==> src/rtl/ctrl_pipe.sv <==
// ctrl_pipe: carries the decoded control bundle from decode through STAGES
// downstream stages. Each stage has a valid bit. Stalls propagate upstream,
// and bubbles are inserted automatically. A stage that holds no real
// instruction always presents an all-zero bundle, so downstream enables
// such as regwrite and memen stay low.
module ctrl_pipe #(
  parameter int WIDTH           = 13,
  parameter int STAGES          = 3,
  parameter bit BUBBLE_ON_STALL = 1'b1
) (
  input  logic                      clk,
  input  logic                      rst,
  input  logic [WIDTH-1:0]          in_data,
  input  logic                      in_valid,
  input  logic [STAGES-1:0]         stall,
  input  logic [STAGES-1:0]         flush,
  output logic [STAGES*WIDTH-1:0]   stage_data,
  output logic [STAGES-1:0]         stage_valid,
  output logic [WIDTH-1:0]          out_data,
  output logic                      out_valid,
  output logic                      stall_up
);

  typedef logic [WIDTH-1:0] bundleT;

  // Action each stage takes at the next edge. A "hold" keeps the
  // current contents.
  typedef enum logic [1:0] {
    ACT_LOAD  = 2'd0,
    ACT_HOLD  = 2'd1,
    ACT_CLEAR = 2'd2
  } stageActT;

  bundleT            dataReg   [STAGES];
  logic [STAGES-1:0] validReg;

  bundleT            nextData  [STAGES];
  logic [STAGES-1:0] nextValid;

  bundleT            srcData   [STAGES];
  logic [STAGES-1:0] srcValid;
  logic [STAGES-1:0] upStalled;
  logic [STAGES-1:0] effStall;
  stageActT          stageAct  [STAGES];

  // Effective stall: a stage is frozen when it stalls itself or when any
  // later stage stalls. This depends only on the stall inputs.
  always_comb begin
    effStall = '0;
    for (int i = 0; i < STAGES; i++) begin
      effStall[i] = |(stall >> i);
    end
  end

  // Wire each stage to its upstream source.
  // Stage 0 is fed from decode, and later stages are fed from their
  // predecessor.
  for (genvar g = 0; g < STAGES; g++) begin : gStage
    if (g == 0) begin : gFirst
      assign srcData[g]   = in_data;
      assign srcValid[g]  = in_valid;
      assign upStalled[g] = 1'b0;
    end else begin : gRest
      assign srcData[g]   = dataReg[g-1];
      assign srcValid[g]  = validReg[g-1];
      assign upStalled[g] = effStall[g-1];
    end
    assign stage_data[g*WIDTH +: WIDTH] = dataReg[g];
  end

  // Pick each stage's action.
  // Priority is: flush, then own or downstream stall, then bubble
  // behind a stalled upstream, then load.
  always_comb begin
    // NOTE: every always_comb output gets a default before any branch, so no
    // path leaves it unassigned and no latch is inferred.
    stageAct = '{default: ACT_LOAD};
    for (int i = 0; i < STAGES; i++) begin
      if (flush[i]) begin
        stageAct[i] = ACT_CLEAR;
      end else if (effStall[i]) begin
        stageAct[i] = ACT_HOLD;
      end else if (BUBBLE_ON_STALL && upStalled[i]) begin
        stageAct[i] = ACT_CLEAR;
      end else begin
        stageAct[i] = ACT_LOAD;
      end
    end
  end

  // Apply the chosen action.
  // A load whose source is invalid stores zero data, so an invalid stage
  // never carries stale control.
  always_comb begin
    nextData  = dataReg;
    nextValid = validReg;
    for (int i = 0; i < STAGES; i++) begin
      case (stageAct[i])
        ACT_LOAD: begin
          nextValid[i] = srcValid[i];
          nextData[i]  = srcValid[i] ? srcData[i] : '0;
        end
        ACT_CLEAR: begin
          nextValid[i] = 1'b0;
          nextData[i]  = '0;
        end
        default: ;
      endcase
    end
  end

  // Stage registers. Reset empties the pipeline asynchronously.
  always_ff @(posedge clk or posedge rst) begin
    // NOTE: these are a handful of control flops rather than a RAM, so every
    // entry is reset. An empty pipeline must present zero control right away.
    if (rst) begin
      dataReg  <= '{default: '0};
      validReg <= '0;
    end else begin
      // NOTE: state is updated with non-blocking assignments, so every stage
      // samples its predecessor's pre-edge value.
      dataReg  <= nextData;
      validReg <= nextValid;
    end
  end

  assign stage_valid = validReg;
  assign out_data    = dataReg[STAGES-1];
  assign out_valid   = validReg[STAGES-1];
  assign stall_up    = effStall[0];

endmodule

==> config.mk <==
export PLATFORM = sky130hd
export DESIGN_NAME = ctrl_pipe
export DESIGN_NICKNAME = d
export VERILOG_FILES = /design/src/rtl/ctrl_pipe.sv
export SDC_FILE = /design/constraint.sdc
export NUM_CORES = 1
export LEC_CHECK = 0
export ABC_CLOCK_PERIOD_IN_PS = 2700
export BUFFER_PORTS_ARGS = -buffer_cell sky130_fd_sc_hd__buf_2
export CORE_MARGIN = 1
export CORE_UTILIZATION = 45
export CTS_CLUSTER_DIAMETER = 120
export CTS_CLUSTER_SIZE = 14
export DETAILED_ROUTE_END_ITERATION = 10
export GPL_ROUTABILITY_DRIVEN = 0
export PLACE_DENSITY = 0.76
export SETUP_SLACK_MARGIN = 0.3
export SYNTH_ARGS = -nofsm -noshare
export SYNTH_HDL_FRONTEND = slang
export SYNTH_SLANG_ARGS = --single-unit
==> constraint.sdc <==
create_clock -name clk -period 2.7 [get_ports clk]
set_input_delay 0.27 -clock clk [delete_from_list [all_inputs] [get_ports clk]]
set_output_delay 0.27 -clock clk [all_outputs]
set_load 0.02 [all_outputs]
### Word-level counts from Yosys, hierarchy flattened

Index checks and enable logic that the tools add are counted.

| cells by class | value |
|---|---|
| equality and inequality tests | 3 |
| multiplexer cells | 17 |
| reduce and logical (&&, ||, !) cells | 8 |

Operators with widths:

| cell | count |
|---|---|
| 13-bit case mux with 2 select lines | 3 |
| 13-bit 2-to-1 mux | 3 |
| 2-bit 2-to-1 mux | 7 |
| 2-bit == test (second input constant) | 3 |
| 2-bit logical NOT | 3 |
| 1-bit case mux with 2 select lines | 3 |
| 2-bit nonzero test | 3 |
| 3-bit OR reduction | 1 |
| 2-bit OR reduction | 1 |
| 1-bit 2-to-1 mux | 1 |

| storage, ports and cells | value |
|---|---|
| flip-flop bits (word level) | 42 |
| input port bits | 22 |
| output and inout bits | 57 |
| logic and storage cells | 34 |

### Longest topological paths before layout

Gate-level depths: netlist (run 1).

| logic depth | value |
|---|---|
| word-level depth | 6 |
| gate-level depth with buffers | 3 |
| mapped depth without buffers | 2 |

### Least setup slack after synthesis (run 1)

Ideal clock, no wire load.

| timing | value |
|---|---|
| path type | input port to output port |
| start point | in stall[1] |
| end point | out stall_up |
| arrival | 0.917 ns |
| required time | 2.430 ns |
| setup slack | 1.513 ns |
| stages | 3 |
| cell sequence | nor3_4 buf_6 inv_1 |

| between the ends | value |
|---|---|
| word-level cells in the longest chain between the ends | 1 |

RTL lines:

| element | RTL line | RTL |
|---|---|---|
| from (decl) | 15 | `input logic [STAGES-1:0] stall,` |
| 3-bit OR reduction | 51 | `effStall[i] = \|(stall >> i);` |
| to (decl) | 21 | `output logic stall_up` |

Every way passes these cells.

### Final worst setup path (run 1)

Ends and elaborated chain as after synthesis.

==> results of run 1 <==
==> flip-flops by register name (all words and copies together) (netlist names) <==
register / count
stage_valid: 3
out_data: 13
stage_data: 26
==> routing by layer <==
layer | GRT usage [%] | up-vias | routed length [µm]
met1 | 24.8 | 650 | 1770
met3 | 5.14 | 5 | 166
met5 | 0 | - | 0
met4 | 5.59 | 0 | 46
met2 | 28.7 | 42 | 1850
li1 | - | 641 | -
==> worst register-to-register path: cells and delay by family (launching register included) <==
kind,cells,cell delay (ns)
flops,1,0.36
simple gates,1,0.75
compound gates,1,0.29
==> cells in the mapped netlist (2+ instances only) <==
cell type  instances  area (µm²)
dfrtp_1           42        1050
buf_6              2        22.5
nand2b_1          13        81.3
a32o_1            13         130
inv_1              2        7.51
a22o_1            14         123
nand3b_1          13        97.6
mux2i_1           13         130
clkbuf_1           3        11.3
buf_4             15         113
buf_2              3        15.0
==> worst max path at each step <==
stage                   from  depth (start not counted)  slack, ns            end
global placement    stall[1]                          5       1.20  stage_data[1]
finish              stall[1]                          5       1.21       stall_up
floorplan                rst                          1       1.46    out_data[0]
CTS                 stall[1]                          5       1.21       stall_up
global route        stall[1]                          5       1.15       stall_up
detailed placement  stall[1]                          5       1.14  stage_data[1]
==> power by group through the flow <==
stage	clock (mW)	sequential, mW	combinational [mW]
final	0.390	0.637	0.0866
after global placement	0	0.649	0.0869
after CTS	0.400	0.637	0.0885
after global routing	0.433	0.637	0.0956
after detailed placement	0	0.649	0.0884
after floorplan	0	0.654	0.0478
==> kinds of logic (layout without fill, tap and decap cells) <==
kind of cell	after synthesis	after routing	synth area share, %
compound gates	31	31	15.1
buf+inv	25	89	9.01
flops	42	42	56.0
mux	13	13	6.94
simple gates	31	31	12.9
==> through the flow <==
step	util, %	std cells	cell area, µm²	power [mW]	worst slack, ns
finish	56.8	256	2270	1.11	1.21
global route	56.8	256	2270	1.17	1.15
CTS	56.8	256	2270	1.13	1.21
detailed placement	54.7	250	2190	0.738	1.14
global placement	54.7	250	2190	0.736	1.20
floorplan	-	142	1880	0.702	1.46
==> cell type report <==
type,instances,area [µm²]
sequential,42,1050
timing repair buffer,81,413
multi-input combinational,75,656
tap,50,62.6
inverter,2,7.51
clock buffer,6,82.6
fill,347,1730
==> results.cfg, run 1 <==
[run_status]
outcome = finished clean

[critical_path]
r2r_end = stage_data[22]
cp_common_cell = buf_2
critPathCaptureType = output pin
worst-r2r-cell-count = 2
startpoint_type = input port
cp.required_ns = 2.43
crit_path_max_fanout = 16
crit_family = buffers and inverters
worstPathArrival_ns = 1.22
path_buf_inv = 4
critPathKind = input port to output pin
reg2reg_setup_slack_ns = 1.24
crit_path_max_incr_delay_ns = 0.31
reg2reg_from = stage_valid[0]
path_cells = buf_2, nor3_4, buf_4, inv_1, buf_2
slowest_stage = nor3_4

[route]
wire_per_inst_um = 15.0
first_pass_iters = 4
drc_errors = 0
dr_total_vias = 1338
wirelength_um = 3830
drtAntennaViolNets = 0
drt_first_iter_violations = 127
viasPerCell = 5.23

[global_routing]
grt_pass1_vias = 1169
track_usage_pct = 18.4
grt_max_degree = 34
grt_pass1_wl_um = 6010
antenna_found_initial = 0
overflow = 0

[pwr]
p_leak_nw = 1.22
clkPwrFrac_pct = 35.0
sw_frac_of_total_pct = 22.5
internal_power_uw = 863
p_switching_uw = 251
irDropWorstVdd_mv = 0.229
power_density_mw_per_mm2 = 490
combPwrFrac_pct = 7.8
seqPwrFrac_pct = 57.2

[timing]
period_share_pct = 55.1
finalHoldViolCount = 0
slew_violations = 0
fmax_mhz = 672
timing.hold.ws_ns = 0.120
fin_skew_ns = 0.00509
worstMarginPinSlew_ns = 1.13
relSlewSlack_pct = 24.0
fin_crit_ns = 1.49
setup_violations = 0
fin_setup_tns_ns = 0
rsz0062_at_grt = no

[clock_tree]
htree_num_levels = 2
cts_buffers = 5
cts_setup_buffers = 0
cts_max_path_buffers = 2
tritoncts = done
cts_root_buffer = clkbuf_8
postCtsResizedCells = 0
worst_setup_hold_path_clk_slew_ns = 0.07
clock_latency_ns = 0.29
cts_hold_buf = 0
cts.sinks = 42

[die]
die_h_um = 66.6
num_io_pins = 79
dieArea_mm2 = 0.00443
fp-row-count = 23
start_util_pct = 46.9
coreArea_mm2 = 0.00400
die_w_um = 66.6

[yosys]
synth_cell_types = 20
syn-cell-area_mm2 = 0.00188
yosysSeqAreaShare_pct = 56.0
async_flop_share_pct = 100
yosys_warnings = 0
ys_seq_elements = 42
synth_ff_type = dfrtp_1
synth_edf_count = 0
synthCells = 142
synth_area_per_cell_um2 = 13.2
syn_nets = 164

[cells_and_area]
final_layout_size_suffix_gt1_share_pct = 43.7
fin_nets = 229
diodes = 0
areaGrowthSynthToFinish_pct = 21.1
final_cell_mix = buf_2, dfrtp_1, a22o_1
final_common_cell = buf_2

[min_path]
hold_path.class = input port to asynchronous set/reset pin

[placed_design]
port_buffers = 78
dp_hpwl_um = 2890

[flow_run]
drv_cap = 0
No activity file was read; power rests on OpenSTA's default activity.
==> run 2, diff against run 1 <==
--- a/config.mk
+++ b/config.mk
@@ -5,10 +5,10 @@
 export SDC_FILE = /design/constraint.sdc
 export NUM_CORES = 1
 export LEC_CHECK = 0
-export ABC_CLOCK_PERIOD_IN_PS = 2700
+export ABC_CLOCK_PERIOD_IN_PS = 1200
 export BUFFER_PORTS_ARGS = -buffer_cell sky130_fd_sc_hd__buf_2
 export CORE_MARGIN = 1
-export CORE_UTILIZATION = 45
+export CORE_UTILIZATION = 43
 export CTS_CLUSTER_DIAMETER = 120
 export CTS_CLUSTER_SIZE = 14
 export DETAILED_ROUTE_END_ITERATION = 10
==> constraint.sdc (replaced) <==
create_clock -name clk -period 1.2 [get_ports clk]
set_input_delay 0.12 -clock clk [delete_from_list [all_inputs] [get_ports clk]]
set_output_delay 0.12 -clock clk [all_outputs]
set_load 0.02 [all_outputs]
==> run 2 against run 1 <==
  * Die area is 4.5% higher
  * Clock power is 130% higher
  * Critical path type is now flop to output pin
  * Largest cell class is now buffers
  * Worst setup slack worse by 1.1 ns
  * Critical endpoint is now stage_valid[1]
  * Largest power group unchanged
==> results.cfg, run 2 (synthesis gave the netlist of run 1 again) <==
[timing]
setup_violations = 0
fin_skew_ns = 0.00702
slew_violations = 0
timing.hold.ws_ns = 0.0881
fin_setup_tns_ns = 0
fin_crit_ns = 1.07
relSlewSlack_pct = 68.4
fmax_mhz = 938
finalHoldViolCount = 0
period_share_pct = 88.8
rsz0062_at_grt = yes
worstMarginPinSlew_ns = 0.474

[global_routing]
grt_pass1_vias = 1540
gr-usage-met3_pct = 4.50
grt_pass1_wl_um = 8110
track_usage_pct = 24.8
grt_max_degree = 43
overflow = 0
met1_usage_pct = 33.5
met2_usage_pct = 39.5
antenna_found_initial = 0
globalRoute.busiestLayer = met2

[clock_tree]
cts_root_buffer = clkbuf_8
cts_max_path_buffers = 2
worst_setup_hold_path_clk_slew_ns = 0.08
cts_buffers = 5
tritoncts = done
cts.sinks = 42
clock_latency_ns = 0.30
htree_num_levels = 2

[run_status]
outcome = finished clean

[pwr]
seqPwrFrac_pct = 55.4
sw_frac_of_total_pct = 23.9
combPwrFrac_pct = 10.4
internal_power_mw = 1.97
irDropWorstVdd_mv = 0.644
clkPwrFrac_pct = 34.2
p_switching_uw = 617
p_leak_nw = 1.51
power_density_mw_per_mm2 = 845

[placed_design]
port_buffers = 78
dp_hpwl_um = 2830
dp_cells = 251

[critical_path]
cp.required_ns = 1.08
worst-r2r-cell-count = 3
crit_path_max_fanout = 2
crit_path_max_incr_delay_ns = 0.41
worstPathArrival_ns = 0.95
slowest_stage = dfrtp_2
critPathCaptureType = output pin
reg2reg_from = stage_valid[0]
cp_common_cell = buf_6
startpoint_type = flop
path_cells = buf_6, buf_6
critPathKind = flop to output pin
worst-path-stages = 2
critPathLaunch = stage_valid[1]
r2r_end = stage_data[25]
reg2reg_setup_slack_ns = 0.14
endpoint = stage_valid[1]
path_buf_inv = 2
crit_family = flip-flops

[die]
num_io_pins = 79
coreArea_mm2 = 0.00409
fp-row-count = 23
die_w_um = 68.0
start_util_pct = 45.9
die_h_um = 68.0
dieArea_mm2 = 0.00463

[cells_and_area]
fin_cells = 301
fillers = 244
post-route-util_pct = 74.9
final_layout_size_suffix_gt1_share_pct = 54.2
areaGrowthSynthToFinish_pct = 63.2
largest_reg_flops = 26
fin_nets = 272
final_common_cell = buf_6
final_cell_mix = buf_6, dfrtp_1, buf_4
diodes = 0

[route]
drtAntennaViolNets = 0
drc_errors = 0
drt_first_iter_violations = 136
wirelength_um = 5170
first_pass_iters = 4
wire_per_inst_um = 17.2
viasPerCell = 5.36
dr_total_vias = 1612

[flow_run]
drv_cap = 0

[min_path]
hp-start = in_data[11]
hold_path.class = input port to flop
min_path_cells = 3
==> run 2: layout make-up <==
class | count | area [µm²] | share of cell area [%]
Timing Repair Buffer | 124 | 1190 | 38.9
Sequential cell | 42 | 1050 | 34.4
Multi-Input combinational cell | 75 | 663 | 21.7
Clock buffer | 8 | 80.1 | 2.62
Tap cell | 50 | 62.6 | 2.04
Inverter | 2 | 11.3 | 0.368
==> run 2: per-stage QoR <==
step	setup WS [ns]	power (mW)	cell area, µm²
3_5_place_dp	-0.0778	1.67	2240
4_1_cts	0.140	2.58	3020
2_1_floorplan	0.112	1.58	1900
5_1_grt	0.113	2.68	3060
6_report	0.134	2.59	3060
3_3_place_gp	-0.0412	1.67	2240
==> run 2: worst reg2reg max path, stage by stage (launching register included) <==
cell     delay [ns]
dfrtp_2        0.43
nor2b_4        0.14
buf_12         0.14
a32o_1         0.25
==> run 2: layer usage <==
layer / wire, µm / share of wire [%] / up-vias
met4: 88 / 1.7 / 0
met2: 2600 / 50 / 64
li1: - / - / 732
met5: 0 / 0 / -
met1: 2240 / 43 / 806
met3: 243 / 4.7 / 10
==> run 2: power groups by stage <==
stage	Clock, mW	Sequential [mW]	Combinational, mW
floorplan	0	1.47	0.110
global placement	0	1.46	0.209
detailed placement	0	1.46	0.212
CTS	0.884	1.43	0.263
global route	0.953	1.43	0.293
finish	0.883	1.43	0.269
==> run 2: how the worst min path moves through the flow <==
stage	end
floorplan	out_data[0]
global placement	out_data[11]
detailed placement	out_data[11]
CTS	stage_data[1]
global route	stage_data[5]
finish	stage_data[11]
==> run 2: repair_timing <==
action | in CTS | in global routing
hold buffers | 1 | 0
endpoints found under the setup margin | 85 | 91
buffers inserted | 37 | 3
endpoints found under the hold margin | 42 | 0
gates cloned | 1 | 0
pin swaps | 1 | 5
gates resized for setup | 119 | 2
